File: config.mk
export PLATFORM = sky130hd
export DESIGN_NAME = gost_magma_core_flat
export DESIGN_NICKNAME = d
export VERILOG_FILES = /design/src/rtl/gost_magma_core_pkg.sv /design/src/rtl/gost_magma_core_if.sv /design/src/rtl/gost_magma_core_round.sv /design/src/rtl/gost_magma_core.sv /design/src/flat_wrapper.sv
export SDC_FILE = /design/constraint.sdc
export NUM_CORES = 1
export LEC_CHECK = 0
export ABC_AREA = 1
export CORE_MARGIN = 4
export CORE_UTILIZATION = 45
export DETAILED_ROUTE_END_ITERATION = 12
export PLACE_DENSITY = 0.74
export SLEW_MARGIN = 10
export SYNTH_ARGS = -nofsm -noshare
export SYNTH_HDL_FRONTEND = slang
export SYNTH_SLANG_ARGS = --single-unit
File: constraint.sdc
create_clock -name iclk -period 12.55 [get_ports iclk]
set_clock_uncertainty 0.1 [all_clocks]
set_input_delay 1.8825 -clock iclk [delete_from_list [all_inputs] [get_ports iclk]]
set_output_delay 1.8825 -clock iclk [all_outputs]
set_load 0.02 [all_outputs]
File: src/rtl/gost_magma_core_pkg.sv
// Shared constants and round helpers for the Magma engine: tc26 S-boxes,
// key schedule and the g() mixing function.
package gost_pkg;

    localparam int ROUNDS = 32;

    typedef enum logic [0:0] {
        ST_IDLE = 1'b0,
        ST_RUN  = 1'b1
    } gost_state_e;

    // SBOX[n][x]: pi_n applied to nibble n (pi_0 on bits [3:0]).
    localparam logic [3:0] SBOX [8][16] = '{
        '{4'hC, 4'h4, 4'h6, 4'h2, 4'hA, 4'h5, 4'hB, 4'h9, 4'hE, 4'h8, 4'hD, 4'h7, 4'h0, 4'h3, 4'hF, 4'h1},
        '{4'h6, 4'h8, 4'h2, 4'h3, 4'h9, 4'hA, 4'h5, 4'hC, 4'h1, 4'hE, 4'h4, 4'h7, 4'hB, 4'hD, 4'h0, 4'hF},
        '{4'hB, 4'h3, 4'h5, 4'h8, 4'h2, 4'hF, 4'hA, 4'hD, 4'hE, 4'h1, 4'h7, 4'h4, 4'hC, 4'h9, 4'h6, 4'h0},
        '{4'hC, 4'h8, 4'h2, 4'h1, 4'hD, 4'h4, 4'hF, 4'h6, 4'h7, 4'h0, 4'hA, 4'h5, 4'h3, 4'hE, 4'h9, 4'hB},
        '{4'h7, 4'hF, 4'h5, 4'hA, 4'h8, 4'h1, 4'h6, 4'hD, 4'h0, 4'h9, 4'h3, 4'hE, 4'hB, 4'h4, 4'h2, 4'hC},
        '{4'h5, 4'hD, 4'hF, 4'h6, 4'h9, 4'h2, 4'hC, 4'hA, 4'hB, 4'h7, 4'h8, 4'h1, 4'h4, 4'h3, 4'hE, 4'h0},
        '{4'h8, 4'hE, 4'h2, 4'h5, 4'h6, 4'h9, 4'h1, 4'hC, 4'hF, 4'h4, 4'hB, 4'h0, 4'hD, 4'hA, 4'h3, 4'h7},
        '{4'h1, 4'h7, 4'hE, 4'hD, 4'h0, 4'h5, 4'h8, 4'h3, 4'h4, 4'hF, 4'hA, 4'h6, 4'h9, 4'hC, 4'hB, 4'h2}
    };

    // 0-based subkey index; the reversed tail is 7 - (i mod 8) == ~i[2:0].
    function automatic logic [2:0] key_idx(input logic [4:0] rnd, input logic dec);
        logic late;
        late = dec ? (rnd >= 5'd8) : (rnd >= 5'd24);
        return late ? ~rnd[2:0] : rnd[2:0];
    endfunction

    // K1 sits in the top word of the key.
    function automatic logic [31:0] key_word(input logic [255:0] key, input logic [2:0] j);
        return key[{3'(3'd7 - j), 5'd0} +: 32];
    endfunction

    function automatic logic [31:0] gost_g(input logic [31:0] a, input logic [31:0] k);
        logic [31:0] sum;
        logic [31:0] sub;
        sum = a + k;
        for (int n = 0; n < 8; n++) begin
            sub[4*n +: 4] = SBOX[n][sum[4*n +: 4]];
        end
        return {sub[20:0], sub[31:21]};
    endfunction

endpackage

File: src/rtl/gost_magma_core_if.sv
// Request/result bundle of gost_magma_core. Counter-mode signals exist only
// when GOST_CTR_EN is defined.
interface gost_magma_core_if;
    import gost_pkg::*;

    // istart is edge-triggered and only honoured while idle; obusy covers the
    // start edge up to (not including) the single-cycle odone, when oblock updates.
    logic          istart;
    logic          ienc_dec;
    logic [255:0]  ikey;
    logic [63:0]   iblock;
    logic [63:0]   oblock;
    logic          odone;
    logic          obusy;
    gost_state_e   ostate;

`ifdef GOST_CTR_EN
    logic          ictr;
    logic [31:0]   iiv;
    logic          iiv_load;

    modport master (
        output istart, ienc_dec, ikey, iblock, ictr, iiv, iiv_load,
        input  oblock, odone, obusy, ostate
    );
    modport slave (
        input  istart, ienc_dec, ikey, iblock, ictr, iiv, iiv_load,
        output oblock, odone, obusy, ostate
    );
`else
    modport master (
        output istart, ienc_dec, ikey, iblock,
        input  oblock, odone, obusy, ostate
    );
    modport slave (
        input  istart, ienc_dec, ikey, iblock,
        output oblock, odone, obusy, ostate
    );
`endif

endinterface

File: src/rtl/gost_magma_core_round.sv
// One combinational Magma Feistel step; the final round keeps the halves in
// place instead of swapping.
module gost_round
    import gost_pkg::*;
(
    input  logic [31:0] i_a1,
    input  logic [31:0] i_a0,
    input  logic [31:0] i_key,
    input  logic        i_last,
    output logic [31:0] o_a1,
    output logic [31:0] o_a0
);

    logic [31:0] w_mix;

    assign w_mix = gost_g(i_a0, i_key) ^ i_a1;
    assign o_a1  = i_last ? w_mix : i_a0;
    assign o_a0  = i_last ? i_a0  : w_mix;

endmodule

File: src/rtl/gost_magma_core.sv
// Magma block engine evaluating UNROLL rounds per clock (UNROLL in 1,2,4,8).
// Defining GOST_CTR_EN adds a 64-bit counter and keystream (CTR) mode.
module gost_magma_core
    import gost_pkg::*;
#(
    parameter int UNROLL = 1
) (
    input  logic             iclk,
    input  logic             irst,
    gost_magma_core_if.slave bus
);

    if (!(UNROLL == 1 || UNROLL == 2 || UNROLL == 4 || UNROLL == 8)) begin : g_bad_unroll
        $error("gost_magma_core: UNROLL must be 1, 2, 4 or 8");
    end

    localparam logic [4:0] STEP      = 5'(UNROLL);
    localparam logic [4:0] LAST_STEP = 5'(ROUNDS - UNROLL);

    gost_state_e   r_state;
    gost_state_e   w_state_nx;
    logic          r_start_d;
    logic [4:0]    r_rnd;
    logic [63:0]   r_a;
    logic [255:0]  r_key;
    logic          r_dec;
    logic [63:0]   r_oblock;
    logic          r_odone;

    logic          w_start_edge;
    logic          w_accept;
    logic          w_finish;
    logic [63:0]   w_a_init;
    logic          w_dec_init;
    logic [63:0]   w_mask;
    logic [63:0]   w_result;
    logic [31:0]   w_a1 [UNROLL+1];
    logic [31:0]   w_a0 [UNROLL+1];

    assign w_start_edge = bus.istart & ~r_start_d;

    always_ff @(posedge iclk or posedge irst) begin
        if (irst) r_state <= ST_IDLE;
        else      r_state <= w_state_nx;
    end

    always_comb begin
        w_state_nx = r_state;
        w_accept   = 1'b0;
        w_finish   = 1'b0;
        case (r_state)
            ST_IDLE: begin
                if (w_start_edge) begin
                    w_accept   = 1'b1;
                    w_state_nx = ST_RUN;
                end
            end
            ST_RUN: begin
                if (r_rnd == LAST_STEP) begin
                    w_finish   = 1'b1;
                    w_state_nx = ST_IDLE;
                end
            end
            default: w_state_nx = ST_IDLE;
        endcase
    end

    // Round chain: stage u handles round r_rnd + u of the current clock.
    assign w_a1[0] = r_a[63:32];
    assign w_a0[0] = r_a[31:0];

    for (genvar u = 0; u < UNROLL; u++) begin : g_stage
        logic [4:0]  w_rnd;
        logic [31:0] w_rk;
        assign w_rnd = r_rnd + 5'(u);
        assign w_rk  = key_word(r_key, key_idx(w_rnd, r_dec));
        gost_round u_round (
            .i_a1   (w_a1[u]),
            .i_a0   (w_a0[u]),
            .i_key  (w_rk),
            .i_last (w_rnd == 5'(ROUNDS - 1)),
            .o_a1   (w_a1[u+1]),
            .o_a0   (w_a0[u+1])
        );
    end

    assign w_result = {w_a1[UNROLL], w_a0[UNROLL]};

`ifdef GOST_CTR_EN
    logic [63:0] r_ctr;
    logic [63:0] r_mask;
    logic        r_ctr_mode;
    logic [63:0] w_ctr_src;

    // A load coinciding with an accepted start feeds the new counter straight in.
    assign w_ctr_src  = bus.iiv_load ? {bus.iiv, 32'h0} : r_ctr;
    assign w_a_init   = bus.ictr ? w_ctr_src : bus.iblock;
    assign w_dec_init = bus.ictr ? 1'b0 : bus.ienc_dec;
    assign w_mask     = r_mask;

    always_ff @(posedge iclk or posedge irst) begin
        if (irst) begin
            r_ctr      <= '0;
            r_mask     <= '0;
            r_ctr_mode <= 1'b0;
        end else begin
            if (w_accept) begin
                r_ctr_mode <= bus.ictr;
                r_mask     <= bus.ictr ? bus.iblock : 64'h0;
            end
            if (r_state == ST_IDLE && bus.iiv_load) begin
                r_ctr <= {bus.iiv, 32'h0};
            end else if (w_finish && r_ctr_mode) begin
                r_ctr[31:0] <= r_ctr[31:0] + 32'd1;
            end
        end
    end
`else
    assign w_a_init   = bus.iblock;
    assign w_dec_init = bus.ienc_dec;
    assign w_mask     = 64'h0;
`endif

    always_ff @(posedge iclk or posedge irst) begin
        if (irst) begin
            r_start_d <= 1'b0;
            r_rnd     <= '0;
            r_a       <= '0;
            r_key     <= '0;
            r_dec     <= 1'b0;
            r_oblock  <= '0;
            r_odone   <= 1'b0;
        end else begin
            r_start_d <= bus.istart;
            r_odone   <= w_finish;
            if (w_accept) begin
                r_key <= bus.ikey;
                r_rnd <= '0;
                r_a   <= w_a_init;
                r_dec <= w_dec_init;
            end else if (r_state == ST_RUN) begin
                r_rnd <= r_rnd + STEP;
                r_a   <= w_result;
            end
            if (w_finish) begin
                r_oblock <= w_result ^ w_mask;
            end
        end
    end

    assign bus.oblock = r_oblock;
    assign bus.odone  = r_odone;
    assign bus.obusy  = (r_state == ST_RUN);
    assign bus.ostate = r_state;

endmodule

File: src/flat_wrapper.sv
// flat-port wrapper written by rule: the top's interface ports become plain ports
module gost_magma_core_flat import gost_pkg::*;
#(
    parameter int UNROLL = 1
)
  (iclk, irst, bus_istart, bus_ienc_dec, bus_ikey, bus_iblock, bus_oblock, bus_odone, bus_obusy, bus_ostate);
  gost_magma_core_if bus_i ();
  input  logic iclk;
  input  logic irst;
  input wire logic [$bits(bus_i.istart)-1:0] bus_istart;
  input wire logic [$bits(bus_i.ienc_dec)-1:0] bus_ienc_dec;
  input wire logic [$bits(bus_i.ikey)-1:0] bus_ikey;
  input wire logic [$bits(bus_i.iblock)-1:0] bus_iblock;
  output wire logic [$bits(bus_i.oblock)-1:0] bus_oblock;
  output wire logic [$bits(bus_i.odone)-1:0] bus_odone;
  output wire logic [$bits(bus_i.obusy)-1:0] bus_obusy;
  output wire logic [$bits(bus_i.ostate)-1:0] bus_ostate;
  assign bus_i.istart = bus_istart;
  assign bus_i.ienc_dec = bus_ienc_dec;
  assign bus_i.ikey = bus_ikey;
  assign bus_i.iblock = bus_iblock;
  assign bus_oblock = bus_i.oblock;
  assign bus_odone = bus_i.odone;
  assign bus_obusy = bus_i.obusy;
  assign bus_ostate = bus_i.ostate;
  gost_magma_core #(.UNROLL(UNROLL)) u_core (.iclk(iclk), .irst(irst), .bus(bus_i));
endmodule
==> metrics.yaml, run 1 <==
cts_tree: "built"
synth_xor_xnor_area_share: 0.0126
cts_buffer_depth: 3
fmax_mhz: 170
ant_nets: 0
grt_max_degree: 189
hold_buffers: 0
drive_gt1_frac: 0.0431
routedLengthMet1_mm: 32.6
synth_top_family_by_area: "simple AND/OR/NAND/NOR gates"
synth_compound_area_frac: 0.0802
relSlewSlack: 0.244
fin_crit_sh: 0.468
criticalPathCategory: "flop to flop"
antenna_found_initial: 11
routabilityCongestion: 1.01
rr_worst_depth: 27
wl_per_cell_um: 18.3
final_common_cell: "nand2_1"
drc: 0
htree_num_levels: 2
drt_iter0_markers: 2302
path_clk_slew_ps: 60
die_area_sq_mm: 0.0530
io_pins: 391
route.met3.wl_mm: 6.50
layout_min_cycle_time_ps: 5880
path_max_fanout: 65
synth_edf_count: 0
cap_violations: 0
ys_seq_area_frac: 0.443
nets: 3843
grt-ovfl-total: 0
totalWireLength_mm: 76.0
syn2layout_area_growth_pct: 26.5
num_vias: 21797
hp-class: "flop to flop"
syn_area_per_cell_sq_um: 7.09
yosys.area_share.simple: 0.355
layout_common_cells: "nand2_1 (1522), dfrtp_1 (393), clkdlybuf4s50_1 (390)"
track_usage: 0.282
cts_setup_buffers: 0
die_h_um: 230
cts_resized: 0
die_w_um: 230
numPortBuffers: 390
yosys_warnings: 0
top_layer: "met5"
synthMuxAreaShare: 0
synthAdderAreaFrac: 0.0414
async_flop_share: 1.00
synth_nets: 3533
yosys.area.top_type_share: 0.443
insertion_delay_ps: 600
synth_area_leaders: "dfrtp_1 (44%), nand2_1 (26%), nand3_1 (6.3%)"
cts_made_buffers: 43
tns_ps: 0
synthCells: 3136
grt_pass1_wl_mm: 118
place_hpwl_mm: 55.2
arrival_ps: 6240
route.met2.wl_mm: 33.6
cp-end-kind: "flop"
worstSetupStartpointType: "flop"
initial_core_util: 0.455
detailedRoute.firstPassIterationCount: 6
ys_ff_latch: 393
cts_root_buffer: "clkbuf_16"
final_max_slew_viol_count: 0
core-area_sq_mm: 0.0488
crit_required_ps: 12920
tightest_slew_ps: 1130
whs_path_depth: 2
synth_area_leader_cell: "dfrtp_1"
ys.flop_type: "dfrtp_1"
rows: 81
viasPerCell: 5.26
rsz0062_at_grt: "false"
status: "complete, no violations"
grt_pass1_vias: 20709
netlist_area_sq_mm: 0.0222
ys_types: 48
setup_viol: 0
cts.sinks: 393
hold_viol: 0
path summary, 6_finish.rpt:
path                            slack, ps            startpoint                     to
worst max-delay path                 6670       u_core.r_rnd[3]  u_core.bus.oblock[59]
worst min-delay path                  380  u_core.bus.oblock[7]   u_core.bus.oblock[7]
worst max register to register       6670       u_core.r_rnd[3]  u_core.bus.oblock[59]
worst min register to register        380  u_core.bus.oblock[7]   u_core.bus.oblock[7]
max in group asynchronous            8440                  irst  u_core.bus.oblock[57]
min in group asynchronous            1630                  irst      u_core.r_key[144]
area by class of cell:
| type | count | area [sq um] |
|---|---|---|
| clock buffer | 59 | 1230 |
| inverter | 258 | 980 |
| antenna | 2 | 5.00 |
| clock inverter | 19 | 264 |
| sequential | 393 | 9830 |
| timing repair buffer | 408 | 4050 |
| multi-input combinational | 2342 | 10900 |
| fill | 4559 | 20700 |
| tap | 664 | 831 |
sequential cells by signal, summed over array words and instances, names as in the netlist:
name               cells
u_core.r_start_d       1
u_core.r_dec           1
u_core.r_rnd           5
u_core.bus.odone       1
u_core.bus.oblock     64
u_core.bus.obusy       1
u_core.r_a            64
u_core.r_key         256
logic make-up (layout without fill, tap and decap cells):
kind of cell / Yosys count / after routing
simple gates: 1951 / 1951
flops: 393 / 393
xor+xnor: 26 / 26
compound gates: 292 / 292
other cells: 0 / 2
buf+inv: 401 / 744
fa+ha+maj: 73 / 73
layer usage:
metal  up-vias  track usage
li1      10535            -
met1     10152        0.393
met2       928        0.436
met3       166       0.0548
met4        16        0.108
met5         -            0
worst max-delay path, stage by stage (launching register included):
cell     delay, ps
dfrtp_1        370
inv_2           70
o21ai_4        180
nand2_2        140
nand2_1        100
nand2_2         40
buf_4          350
inv_2          640
buf_4          510
nand3_1        140
nand3_1        140
nand2_1         70
ha_1           250
fa_1           490
nand2_1        110
nand3_1         80
nand3_1         80
nand2_1        110
nand3_1         90
nand3_1         80
xnor2_1        520
inv_1          170
ha_1           330
nand2_1         80
nand3_1         90
a21o_1         220
nand3_1         90
nand2_1         70
Yosys cell counts (5+ instances only):
library cell  number
a21oi_1           38
xnor2_1            5
o21bai_1           7
xor2_1            14
nand3_2           10
ha_1              72
nor3_1             7
nand4_1           17
o211ai_1          72
o21ai_0          127
buf_1             20
o21ai_1            7
inv_2              8
nand2_1         1527
dfrtp_1          393
nor2_1            82
xor2_2             5
a221oi_1           9
nand3_1          278
a22oi_1            7
clkbuf_1         118
nand2_2           14
o22ai_1            7
inv_1            250
metrics by stage:
step,hold WS (ps),worst slack (ps),instances,utilization,area (sq um)
floorplan,349,5280,3136,-,22200
global placement,362,6520,4065,0.545,26600
detailed placement,365,6430,4065,0.545,26600
CTS,381,6740,4143,0.575,28100
global route,388,6210,4145,0.575,28100
finish,378,6670,4145,0.575,28100
Power of run 1 is not shown: default switching activity piles up to over one toggle a cycle in this logic, so the estimate is an artifact.
==> inputs of run 2 (changes only) <==
Settings changed: PLACE_DENSITY 0.74 to 0.71.
Clock period 12.55 ns to 6.1 ns, I/O delays scaled along.
==> run 2 against run 1 <==
  * Sequential cell count unchanged
  * Via count decreased by 0.23%
  * Critical path depth decreased by 3
  * Maximum frequency increased by 5.8%
  * Global-route usage increased by 0.60 points
  * Core utilization increased by 0.17 points
  * Sequential share of layout area decreased by 0.10 points
  * Clock-buffer cell count increased by 6
  * Largest cell class unchanged
==> metrics.yaml, run 2 (synthesized netlist as in run 1, its figures left out) <==
totalWireLength_mm: 77.4
cpPeakStageDelay_ps: 620
wl_per_cell_um: 18.6
fmax_mhz: 180
fin_crit_sh: 0.911
cap_violations: 0
final_common_cell: "nand2_1"
largest_reg_flops: 256
final_max_slew_viol_count: 0
syn2layout_area_growth_pct: 26.9
crit_required_ps: 6450
status: "complete, no violations"
cts_made_buffers: 43
die_area_sq_mm: 0.0530
track_usage: 0.288
core-area_sq_mm: 0.0488
worstSetupStartpointType: "flop"
top_register: "u_core.r_key"
cp-end-kind: "flop"
layout_setup_ws_ps: 545
drt_iter0_markers: 2266
cp_slowest_cell: "xnor2_1"
viasPerCell: 5.23
numPortBuffers: 390
cts_setup_buffers: 0
ant_nets: 0
die_w_um: 230
tightest_slew_ps: 1150
place_hpwl_mm: 58.1
hp-class: "flop to flop"
arrival_ps: 5910
grt_pass1_vias: 20759
rows: 81
cts_root_buffer: "clkbuf_16"
layout_common_cells: "nand2_1 (1522), dfrtp_1 (393), clkdlybuf4s50_1 (390)"
path_cells: "inv_2 > nand2_1 > nand2_2 > nand2_1 > nand2_4 > buf_4 > nand2_1 > o211ai_1 > nand3_1 > nand2_1 > ha_1 > nand2_1 > inv_1 > a21oi_1 > nand3_2 > xnor2_1 > inv_1 > ha_1 > o21ai_0 > nand3_1 > nand3_1 > nand3_1 > nand2_1 > nand2_1"
grt-ovfl-total: 0
io_pins: 391
grt_pass1_wl_mm: 119
layout_min_cycle_time_ps: 5550
cts.sinks: 393
path_max_fanout: 71
cts_tree: "built"
initial_core_util: 0.455
hold_buffers: 0
htree_num_levels: 2
setup_viol: 0
insertion_delay_ps: 590
nets: 3860
detailedRoute.firstPassIterationCount: 6
path_clk_slew_ps: 60
drc: 0
routabilityCongestion: 0.962
drive_gt1_frac: 0.0450
cts_buffer_depth: 3
criticalPathCategory: "flop to flop"
die_h_um: 230
grt_max_degree: 133
path_common_cell: "nand2_1"
relSlewSlack: 0.234
antenna_found_initial: 3
num_vias: 21747
hold_viol: 0
pre_cts_slack_ps: 734
cts_resized: 0
rsz0062_at_grt: "false"
## run 2: final timing paths
check	from	to	slack, ps	depth (start not counted)
hold reg to reg	u_core.bus.oblock[54]	u_core.bus.oblock[54]	380	2
max in group asynchronous	irst	u_core.r_key[105]	4260	3
setup reg to reg	u_core.r_rnd[3]	u_core.r_a[20]	550	24
hold / removal	u_core.bus.oblock[54]	u_core.bus.oblock[54]	380	2
setup / recovery	u_core.r_rnd[3]	u_core.r_a[20]	550	24
min in group asynchronous	irst	u_core.r_key[215]	580	2
## run 2: layout make-up
| class | count | area, sq um |
|---|---|---|
| fillers | 4665 | 20700 |
| multi-input cells | 2342 | 10900 |
| flip-flops and latches | 393 | 9830 |
| repair buffers | 425 | 4270 |
| clock buffers | 65 | 1280 |
| inverters | 258 | 980 |
| well taps | 664 | 831 |
| clock inverters | 6 | 77.6 |
| diodes | 4 | 10.0 |
## run 2: stage by stage
step	setup TNS, ps	area, sq um	std cells	hold WS [ps]	utilization
6_report	0	28200	4157	376	0.577
5_1_grt	0	28200	4156	391	0.577
4_1_cts	0	28200	4153	382	0.577
3_5_place_dp	0	26800	4082	365	0.549
3_3_place_gp	0	26800	4082	362	0.549
2_1_floorplan	-79720	22200	3136	349	-
## run 2: metal layers
| layer | GRT usage | share of wire | up-vias |
|---|---|---|---|
| met2 | 0.437 | 0.44 | 879 |
| met4 | 0.108 | 0.040 | 0 |
| met5 | 0 | 0 | - |
| li1 | - | - | 10583 |
| met3 | 0.0634 | 0.082 | 140 |
| met1 | 0.405 | 0.44 | 10145 |
## run 2: critical path: cells and delay by family (launching register included)
kind | cells | cell delay (ps)
flops | 1 | 400
simple gates | 14 | 2320
buf+inv | 4 | 620
compound gates | 3 | 720
xor+xnor | 1 | 620
fa+ha+maj | 2 | 560
Power of run 2 is left out for the same reason.
